==> src/rtl/uart_rcv_fsm.sv <==
// uart_rcv_fsm: UART receiver, 8N1 by default or 8E1 when UART_RCV_PARITY_EN is defined.
// Mid-bit sampling, rdy/clr_rdy handshake, sticky framing/overrun/parity flags.
module uart_rcv_fsm #(
  parameter int BAUD_CNT = 2604,
  parameter int CNT_W    = 12
) (
  input  logic       clk,
  input  logic       rst,
  input  logic       RX,
  input  logic       clr_rdy,
  output logic [7:0] rx_data,
  output logic       rdy,
  output logic       frm_err,
  output logic       ovr_err,
  output logic       par_err
);

  localparam int SYNC_STAGES = 2;

  // baud_cnt counts load..0 inclusive, so a load of N spans N+1 cycles. The half-bit
  // load also absorbs the synchroniser and edge-detect delay so samples land mid-bit.
  localparam logic [CNT_W-1:0] HALF_LOAD = CNT_W'(BAUD_CNT / 2 - 2);
  localparam logic [CNT_W-1:0] BIT_LOAD  = CNT_W'(BAUD_CNT - 1);

`ifdef UART_RCV_PARITY_EN
  typedef enum logic [2:0] {IDLE, START, DATA, PAR, STOP} state_t;
  localparam state_t AFTER_DATA = PAR;
`else
  typedef enum logic [1:0] {IDLE, START, DATA, STOP} state_t;
  localparam state_t AFTER_DATA = STOP;
`endif

  // ---------------------------------------------------------------------------
  // RX synchroniser. live_reg tracks which stages hold post-reset samples, so the
  // reset value of the chain can never arm the start-bit detector.
  // ---------------------------------------------------------------------------
  logic [SYNC_STAGES-1:0] sync_reg;
  logic [SYNC_STAGES-1:0] live_reg;
  logic [SYNC_STAGES-1:0] sync_in;
  logic [SYNC_STAGES-1:0] live_in;

  assign sync_in = {sync_reg[SYNC_STAGES-2:0], RX};
  assign live_in = {live_reg[SYNC_STAGES-2:0], 1'b1};

  generate
    for (genvar gi = 0; gi < SYNC_STAGES; gi++) begin : g_sync
      always_ff @(posedge clk) begin
        if (rst) begin
          sync_reg[gi] <= 1'b1;
          live_reg[gi] <= 1'b0;
        end else begin
          sync_reg[gi] <= sync_in[gi];
          live_reg[gi] <= live_in[gi];
        end
      end
    end
  endgenerate

  logic rx_sync;
  logic rx_live;
  logic armed_reg;

  assign rx_sync = sync_reg[SYNC_STAGES-1];
  assign rx_live = live_reg[SYNC_STAGES-1];

  // armed_reg: the previous synced sample was a genuine high
  always_ff @(posedge clk) begin
    if (rst) begin
      armed_reg <= 1'b0;
    end else begin
      armed_reg <= rx_live & rx_sync;
    end
  end

  // ---------------------------------------------------------------------------
  // State and datapath registers
  // ---------------------------------------------------------------------------
  state_t           state_reg,   state_next;
  logic [CNT_W-1:0] cnt_reg,     cnt_next;
  logic [2:0]       bit_cnt_reg, bit_cnt_next;
  logic [7:0]       shift_reg,   shift_next;
  logic [7:0]       rx_data_reg, rx_data_next;
  logic             rdy_reg,     rdy_next;
  logic             frm_err_reg, frm_err_next;
  logic             ovr_err_reg, ovr_err_next;
`ifdef UART_RCV_PARITY_EN
  logic             par_bit_reg, par_bit_next;
  logic             par_err_reg, par_err_next;
`endif

  logic cnt_zero;
  logic start_edge;
  logic stop_done;
  logic good_stop;
  logic bad_stop;

  assign cnt_zero   = (cnt_reg == '0);
  assign start_edge = armed_reg & ~rx_sync;
  assign stop_done  = (state_reg == STOP) && cnt_zero;
  assign good_stop  = stop_done & rx_sync;
  assign bad_stop   = stop_done & ~rx_sync;

  always_ff @(posedge clk) begin
    if (rst) begin
      state_reg   <= IDLE;
      cnt_reg     <= '0;
      bit_cnt_reg <= '0;
      shift_reg   <= '0;
      rx_data_reg <= '0;
      rdy_reg     <= 1'b0;
      frm_err_reg <= 1'b0;
      ovr_err_reg <= 1'b0;
`ifdef UART_RCV_PARITY_EN
      par_bit_reg <= 1'b0;
      par_err_reg <= 1'b0;
`endif
    end else begin
      state_reg   <= state_next;
      cnt_reg     <= cnt_next;
      bit_cnt_reg <= bit_cnt_next;
      shift_reg   <= shift_next;
      rx_data_reg <= rx_data_next;
      rdy_reg     <= rdy_next;
      frm_err_reg <= frm_err_next;
      ovr_err_reg <= ovr_err_next;
`ifdef UART_RCV_PARITY_EN
      par_bit_reg <= par_bit_next;
      par_err_reg <= par_err_next;
`endif
    end
  end

  // ---------------------------------------------------------------------------
  // Next-state logic
  // ---------------------------------------------------------------------------
  always_comb begin
    state_next = state_reg;
    case (state_reg)
      IDLE:  if (start_edge) state_next = START;
      START: if (cnt_zero) state_next = rx_sync ? IDLE : DATA;
      DATA:  if (cnt_zero && (bit_cnt_reg == 3'd7)) state_next = AFTER_DATA;
`ifdef UART_RCV_PARITY_EN
      PAR:   if (cnt_zero) state_next = STOP;
`endif
      STOP:  if (cnt_zero) state_next = IDLE;
      default: state_next = IDLE;
    endcase
  end

  // ---------------------------------------------------------------------------
  // Datapath and flag logic
  // ---------------------------------------------------------------------------
`ifdef UART_RCV_PARITY_EN
  logic frame_par_err;
  assign frame_par_err = ^{shift_reg, par_bit_reg};
`endif

  always_comb begin
    cnt_next     = cnt_reg;
    bit_cnt_next = bit_cnt_reg;
    shift_next   = shift_reg;
`ifdef UART_RCV_PARITY_EN
    par_bit_next = par_bit_reg;
`endif

    if (state_reg == IDLE) begin
      if (start_edge) cnt_next = HALF_LOAD;
    end else if (!cnt_zero) begin
      cnt_next = cnt_reg - CNT_W'(1);
    end else begin
      cnt_next = BIT_LOAD;
      case (state_reg)
        START: bit_cnt_next = '0;
        DATA: begin
          shift_next   = {rx_sync, shift_reg[7:1]};
          bit_cnt_next = bit_cnt_reg + 3'd1;
        end
`ifdef UART_RCV_PARITY_EN
        PAR:   par_bit_next = rx_sync;
`endif
        default: ;
      endcase
    end

    // A good completion beats a coincident clr_rdy; flags raised by this frame survive.
    rx_data_next = rx_data_reg;
    rdy_next     = rdy_reg;
    frm_err_next = frm_err_reg;
    ovr_err_next = ovr_err_reg;
`ifdef UART_RCV_PARITY_EN
    par_err_next = par_err_reg;
`endif
    if (good_stop) begin
      rx_data_next = shift_reg;
      rdy_next     = 1'b1;
      frm_err_next = 1'b0;
      ovr_err_next = clr_rdy ? 1'b0 : (ovr_err_reg | rdy_reg);
`ifdef UART_RCV_PARITY_EN
      par_err_next = (clr_rdy ? 1'b0 : par_err_reg) | frame_par_err;
`endif
    end else begin
      if (clr_rdy) begin
        rdy_next     = 1'b0;
        frm_err_next = 1'b0;
        ovr_err_next = 1'b0;
`ifdef UART_RCV_PARITY_EN
        par_err_next = 1'b0;
`endif
      end
      if (bad_stop) frm_err_next = 1'b1;
    end
  end

  assign rx_data = rx_data_reg;
  assign rdy     = rdy_reg;
  assign frm_err = frm_err_reg;
  assign ovr_err = ovr_err_reg;
`ifdef UART_RCV_PARITY_EN
  assign par_err = par_err_reg;
`else
  assign par_err = 1'b0;
`endif

endmodule

==> config.mk <==
export PLATFORM = sky130hd
export DESIGN_NAME = uart_rcv_fsm
export DESIGN_NICKNAME = d
export VERILOG_FILES = /design/src/rtl/uart_rcv_fsm.sv
export SDC_FILE = /design/constraint.sdc
export NUM_CORES = 1
export LEC_CHECK = 0
export ABC_CLOCK_PERIOD_IN_PS = 2700
export BUFFER_PORTS_ARGS = -buffer_cell sky130_fd_sc_hd__buf_2
export CORE_AREA = 10 10 73 75
export DETAILED_ROUTE_END_ITERATION = 8
export DIE_AREA = 0 0 83 85
export PLACE_DENSITY = 0.67
export SYNTH_ARGS = -nofsm -noshare
export SYNTH_HDL_FRONTEND = slang
export SYNTH_SLANG_ARGS = --single-unit
==> constraint.sdc <==
create_clock -name clk -period 2.7 [get_ports clk]
set_input_delay 0.27 -clock clk [delete_from_list [all_inputs] [get_ports clk]]
set_output_delay 0.27 -clock clk [all_outputs]
set_load 0.01 [all_outputs]
Word-level counts from Yosys, hierarchy flattened
Cells that the tools add are included.
Widths: inputs -> output; s select.
{ "op_classes": {"n_addsub": 2, "n_bitwise": 7, "n_eq_ne": 8, "n_mux": 16, "n_reduce_logical": 11} }
{ "op_table": {"columns": ["operator", "n"], "rows": [
  ["$mux 12", 3],
  ["$logic_not 12->1", 1],
  ["$sub 12x1->12 const B", 1],
  ["$mux 2", 5],
  ["$ne 2x2->1 const B", 4],
  ["$pmux 2 s4", 1],
  ["$mux 1", 6],
  ["$pmux 3 s2", 1],
  ["$reduce_and 3->1", 2],
  ["$reduce_bool 2->1", 3],
  ["$and 1x1->1", 4],
  ["$eq 2x2->1 const B", 2],
  ["$reduce_and 4->1", 1],
  ["$add 3x1->3 const B", 1],
  ["$eq 3x3->1 const B", 1],
  ["$eq 2x1->1 const B", 1],
  ["$logic_and 1x1->1", 2],
  ["$logic_not 2->1", 1],
  ["$not 1->1", 2],
  ["$reduce_or 2->1", 1],
  ["$or 1x1->1", 1]
]} }
{ "totals": {"output_inout_bits": 12, "ff_bits": 41, "inputBits": 4} }

Depth between registers and ports, before layout
Gate-level depths: netlist of the first run.
{ "logic_depth": {"ltp_word": 4, "depth_mapped": 7, "depth_no_buf": 6} }

Worst setup path after synthesis of the first run
No wires, ideal clock.
{ "synth_path": {"path_kind": "register to register", "start": "register cnt_reg[0]", "end": "register with a tool-made name", "required_ns": 2.566, "t_arrival_ns": 1.891, "slack_ns": 0.675, "stages_incl_launch_ff": 7, "setup_time_ns": 0.134, "path_cell_list": "dfxtp_1 > inv_1 > ha_1 > or4b_4 > nor3_4 > nor3_1 > or4b_1"} }
{ "synth_rtl": {"columns": ["element", "line_no", "rtl"], "rows": [
  ["start: declaration", "79", "logic [CNT_W-1:0] cnt_reg, cnt_next;"],
  ["start signal: assignment", "119", "cnt_reg <= cnt_next;"]
]} }

==> impl_metrics.env, run 1 <==
export IMPL_rsz0062_at_grt="false"
export IMPL_die_w_um=83
export IMPL_post_cts_buffers=0
export IMPL_period_share=0.822
export IMPL_finClkSkew_ps=7.38
export IMPL_die_y_um=85
export IMPL_max_freq_mhz=451
export IMPL_yosysSeqAreaShare=0.438
export IMPL_hpwl_um=2710
export IMPL_worst_path_max_fanout=14
export IMPL_grt_pass1_wl_um=6980
export IMPL_antenna_left=0
export IMPL_vias_per_cell=5.51
export IMPL_cts_max_level=2
export IMPL_clk_pin_slew_worst_paths_ps=80
export IMPL_antenna_cells=0
export IMPL_ioPinCount=16
export IMPL_p_per_area_mw_per_mm2=1400
export IMPL_clk_latency_ps=290
export IMPL_fp_row_count=23
export IMPL_yosys_warnings=0
export IMPL_hold_class="in2reg"
export IMPL_drv_slew=0
export IMPL_synth_edf_count=0
export IMPL_r2r_slack_ps=480
export IMPL_worst_path_stages=6
export IMPL_clk_path_buf_depth=2
export IMPL_synthCells=204
export IMPL_finalNetCount=238
export IMPL_vias=1525
export IMPL_path_delay_family="simple AND/OR/NAND/NOR gates"
export IMPL_p_comb_frac=0.560
export IMPL_r2r_start="state_reg[0]"
export IMPL_p_leak_nw=0.986
export IMPL_nFillCells=376
export IMPL_cpPeakStageDelay_ps=490
export IMPL_critPathArrivalTime_ps=2380
export IMPL_grt_overflow=0
export IMPL_coreArea_sq_mm=0.00391
export IMPL_min_delay_start="RX"
export IMPL_dp_slack_ps=462
export IMPL_yosysUniqueCellTypes=45
export IMPL_holdPathStages=2
export IMPL_status="completed"
export IMPL_tns_ps=0
export IMPL_path_cells="inv_1 -> ha_1 -> inv_1 -> a21o_2 -> nand4_1 -> or4b_1"
export IMPL_dieArea_sq_mm=0.00706
export IMPL_synth_top_flop_cell="dfxtp_1"
export IMPL_ys_async_sr_fraction=0
export IMPL_grt_use_total=0.113
export IMPL_peakVddDrop_mv=0.654
export IMPL_p_sw_frac=0.437
export IMPL_clockPowerShare=0.165
export IMPL_grt_antenna_before_repair=0
export IMPL_period_needed_ps=2220
export IMPL_hold_path_end="sync_in[1]"
export IMPL_dp_cells=269
export IMPL_maxCapViolations=0
export IMPL_worstRegToRegCells=6
export IMPL_numCtsBuffers=5
export IMPL_critPathRequiredTime_ps=2860
export IMPL_synth_top_area_cell="dfxtp_1"
export IMPL_setup_ws_ps=481
export IMPL_synth_nets=216
export IMPL_yosys_top_cells_area="dfxtp_1 44%, mux2i_1 8.5%, ha_1 5.3%, nor2_1 5.0%, a21oi_1 3.7%"
export IMPL_largest_register_ffs=12
export IMPL_place_congestion=0.838
export IMPL_setup_violations=0
export IMPL_syn_area_sq_mm=0.00188
export IMPL_synth_top_area_frac=0.438
export IMPL_maxSlewHeadroom=0.573
export IMPL_drt_initial_drc_count=183
export IMPL_post_drt_wl_per_cell_um=14.1
export IMPL_portBuffers=14
export IMPL_cts_resized_gates=0
export IMPL_grt_pass1_vias=1469
export IMPL_clockRootBuffer="clkbuf_8"
export IMPL_p_int_mw=1.70
export IMPL_start_util=0.479
export IMPL_syn_avg_cell_area_sq_um=9.19
export IMPL_pwr_share_seq=0.275
export IMPL_final_cell_count_no_fill=277
export IMPL_grt_max_degree=40
export IMPL_cp_slowest_cell="ha_1"
export IMPL_p_switching_mw=1.32
export IMPL_path_class="reg2reg"
export IMPL_path_buf_inv=2
export IMPL_post_route_cells_drive_above_1_share=0.181
export IMPL_critPathLaunchType="flip-flop"
export IMPL_hold_buffers=0
export IMPL_worst_slew_pin_slew_ps=639
export IMPL_drt_wl_total_um=3910
export IMPL_cts_sinks=41
export IMPL_first_pass_iters=4
export IMPL_critPathMostFrequentCell="inv_1"
export IMPL_end_kind="flip-flop"
export IMPL_drc=0
export IMPL_cts_tree="done"
export IMPL_hold_viol_final=0
export IMPL_synth_seq_cells=41
export IMPL_area_growth_pct=14.8
## power groups by stage
stage | sequential [mW] | combinational [mW] | clock (mW)
detailed placement | 0.842 | 1.64 | 0
CTS | 0.828 | 1.66 | 0.506
global route | 0.852 | 1.86 | 0.524
finish | 0.832 | 1.69 | 0.499
global placement | 0.844 | 1.66 | 0
floorplan | 0.808 | 1.11 | 0
## cells in the mapped netlist, drive strengths merged, types with 2 or more instances
| library cell | n |
|---|---|
| a311oi | 3 |
| mux2i | 16 |
| a21oi | 14 |
| nand3 | 7 |
| a21o | 2 |
| nand4 | 6 |
| o311ai | 2 |
| dfxtp | 41 |
| nor3 | 7 |
| nand2 | 10 |
| or4b | 2 |
| or3 | 3 |
| clkbuf | 6 |
| inv | 10 |
| o21ai | 7 |
| nor4 | 3 |
| a31oi | 6 |
| or2 | 3 |
| nor2 | 25 |
| ha | 8 |
| nand3b | 3 |
| and2 | 2 |
## cell type report
type                       instances  area [sq um]  area share
multi-input combinational        146           987       0.458
sequential                        41           821       0.381
timing repair buffer              22           130      0.0604
clock buffer                       5          68.8      0.0320
tap                               50          62.6      0.0291
clock inverter                     3          46.3      0.0215
inverter                          10          37.5      0.0174
## cell families (layout without fill, tap and decap cells)
logic type,Yosys count,in the layout,synth area share
buffers and inverters,17,40,0.0360
adder cells (fa/ha/maj),8,8,0.0534
flip-flops,41,41,0.438
XOR/XNOR,1,1,0.00467
AO/OA/AOI/OAI,42,42,0.147
multiplexers,16,16,0.0854
AND/OR/NAND/NOR,78,78,0.234
other,1,1,0.00200
## through the flow
| step | area [sq um] | utilization | power (mW) | hold slack, ps |
|---|---|---|---|---|
| after floorplan | 1880 | - | 1.92 | 349 |
| after global placement | 2040 | 0.521 | 2.50 | 411 |
| after detailed placement | 2040 | 0.521 | 2.49 | 402 |
| after CTS | 2150 | 0.550 | 2.99 | 155 |
| after global routing | 2150 | 0.550 | 3.24 | 159 |
| final | 2150 | 0.550 | 3.02 | 158 |
## how the worst max path moves through the flow
stage	from	endpoint	slack, ps
after floorplan	cnt_reg[0]	flip-flop	680
after global placement	state_reg[0]	cnt_reg[11]	480
after detailed placement	state_reg[0]	cnt_reg[11]	460
after CTS	state_reg[0]	cnt_reg[11]	480
after global routing	state_reg[0]	cnt_reg[11]	270
final	state_reg[0]	flip-flop	480
## placed cells by master (no fill, tap or decap), drive strengths merged, types with 2 or more instances in the layout
master   n
dfxtp   41
nor2    25
buf     22
mux2i   16
a21oi   14
inv     10
nand2   10
ha       8
nand3    7
o21ai    7
nor3     7
a31oi    6
nand4    6
clkbuf   5
or3      3
nand3b   3
a311oi   3
or2      3
nor4     3
o311ai   2
and2     2
a21o     2
or4b     2
## metal layers
metal | share of wire | GRT usage
met4 | 0.0069 | 0.0402
met5 | 0 | 0
met1 | 0.50 | 0.144
met2 | 0.44 | 0.178
met3 | 0.051 | 0.0315
Power figures use the tool's default switching activity.
==> inputs of run 2 (changes only) <==
- ABC_CLOCK_PERIOD_IN_PS: 2700 -> 1800
- PLACE_DENSITY: 0.67 -> 0.7
- clock period: 2.7 -> 1.8 ns (I/O delays scaled with it)
==> impl_metrics.env, run 2 (synthesis results as in run 1) <==
export IMPL_peakVddDrop_mv=1.27
export IMPL_nFillCells=360
export IMPL_worst_path_max_fanout=2
export IMPL_critPathLaunchType="flip-flop"
export IMPL_fp_row_count=23
export IMPL_dp_cells=287
export IMPL_die_w_um=83
export IMPL_final_cell_count_no_fill=296
export IMPL_end_kind="flip-flop"
export IMPL_clk_path_buf_depth=2
export IMPL_die_y_um=85
export IMPL_grt_use_total=0.118
export IMPL_place_congestion=0.884
export IMPL_max_freq_mhz=539
export IMPL_grt_antenna_before_repair=0
export IMPL_clockRootBuffer="clkbuf_8"
export IMPL_clk_latency_ps=290
export IMPL_maxCapViolations=0
export IMPL_highest_layer="met4"
export IMPL_vias=1614
export IMPL_hold_class="in2reg"
export IMPL_r2r_start="cnt_reg[1]"
export IMPL_finalNetCount=257
export IMPL_wl_met1_um=2080
export IMPL_grt_pass1_vias=1521
export IMPL_first_pass_iters=4
export IMPL_start_util=0.479
export IMPL_vias_per_cell=5.45
export IMPL_setup_violations=1
export IMPL_coreArea_sq_mm=0.00391
export IMPL_wl_met2_um=1870
export IMPL_setup_ws_ps=-54.0
export IMPL_drc=0
export IMPL_met3WireLength_um=126
export IMPL_final_common_cell="dfxtp_1"
export IMPL_min_delay_start="RX"
export IMPL_status="finished with violations"
export IMPL_grt_pass1_wl_um=7020
export IMPL_numCtsBuffers=5
export IMPL_cts_tree="done"
export IMPL_hold_slack_ps=67.8
export IMPL_post_drt_wl_per_cell_um=14.0
export IMPL_post_route_cells_drive_above_1_share=0.285
export IMPL_critPathRequiredTime_ps=2030
export IMPL_hpwl_um=3020
export IMPL_drt_initial_drc_count=159
export IMPL_antenna_cells=0
export IMPL_final_cell_mix="39 x dfxtp_1, 27 x buf_4, 25 x nor2_1"
export IMPL_finClkSkew_ps=3.18
export IMPL_clk_pin_slew_worst_paths_ps=80
export IMPL_p_leak_nw=1.10
export IMPL_grt_overflow=0
export IMPL_tns_ps=-54.0
export IMPL_period_needed_ps=1850
export IMPL_cts_max_level=2
export IMPL_cp_startpoint="cnt_reg[1]"
export IMPL_violations="negative setup slack"
export IMPL_p_per_area_mw_per_mm2=2110
export IMPL_antenna_left=0
export IMPL_critPathArrivalTime_ps=2080
export IMPL_drv_slew=0
export IMPL_hold_buffers=0
export IMPL_hold_viol_final=0
export IMPL_grt_max_degree=40
export IMPL_area_growth_pct=25.2
export IMPL_fin_area_sq_mm=0.00235
export IMPL_drt_wl_total_um=4150
export IMPL_ioPinCount=16
export IMPL_largest_register_ffs=12
export IMPL_place_area_sq_mm=0.00220
export IMPL_cts_sinks=41
export IMPL_dieArea_sq_mm=0.00706
export IMPL_portBuffers=14
export IMPL_path_class="reg2reg"
export IMPL_rsz0062_at_grt="true"
export IMPL_period_share=1.03
==> run 2: cell types whose count changed in the layout (fill, tap and decap cells not counted), sizes merged <==
cell,before,now
clkbuf,5,6
buf,22,41
clkinv,1,0
==> run 2: final timing paths <==
check	end	cells after the start	slack [ps]
worst min register to register	rx_sync	1	410
worst max register to register	cnt_reg[9]	6	-50
worst min-delay path	sync_in[1]	2	70
worst max-delay path	cnt_reg[9]	6	-50
==> run 2: repair_timing <==
item | CTS | global route
resized for setup | 0 | 5
pin swaps | 1 | 1
buffers inserted | 1 | 0
setup endpoints to repair | 2 | 9
==> run 2: report_power, final <==
| group | total [mW] | internal [mW] | switching (mW) |
|---|---|---|---|
| Clock | 0.774 | 0.451 | 0.323 |
| Sequential | 1.19 | 1.05 | 0.135 |
| Combinational | 2.98 | 1.37 | 1.61 |
| Total | 4.94 | 2.88 | 2.06 |
==> run 2: per-stage QoR <==
stage / utilization / worst slack, ps / total power, mW
floorplan: - / -105 / 2.96
CTS: 0.594 / -55.6 / 4.88
global route: 0.600 / -114 / 5.28
global placement: 0.561 / -19.0 / 4.05
finish: 0.600 / -54.0 / 4.94
detailed placement: 0.561 / -41.3 / 4.07
==> run 2: area by class of cell <==
class	instances	area, sq um	area share
Tap cell	50	62.6	0.0267
Timing Repair Buffer	41	273	0.116
Sequential cell	41	823	0.351
Clock inverter	2	37.5	0.0160
Clock buffer	6	82.6	0.0352
Multi-Input combinational cell	146	1030	0.439
Inverter	10	37.5	0.0160
==> run 2: critical path, cell delays in order, from the launching register on <==
cell and delay, ps:
dfxtp_2 330, inv_2 70, ha_4 130, or4b_4 470, or3_1 330, a2111o_1 360
a21oi_1 110
==> run 2: layer usage <==
metal | GRT usage | vias up
li1 | - | 825
met1 | 0.144 | 758
met2 | 0.189 | 26
met3 | 0.0306 | 5
met4 | 0.0542 | 0
met5 | 0 | -
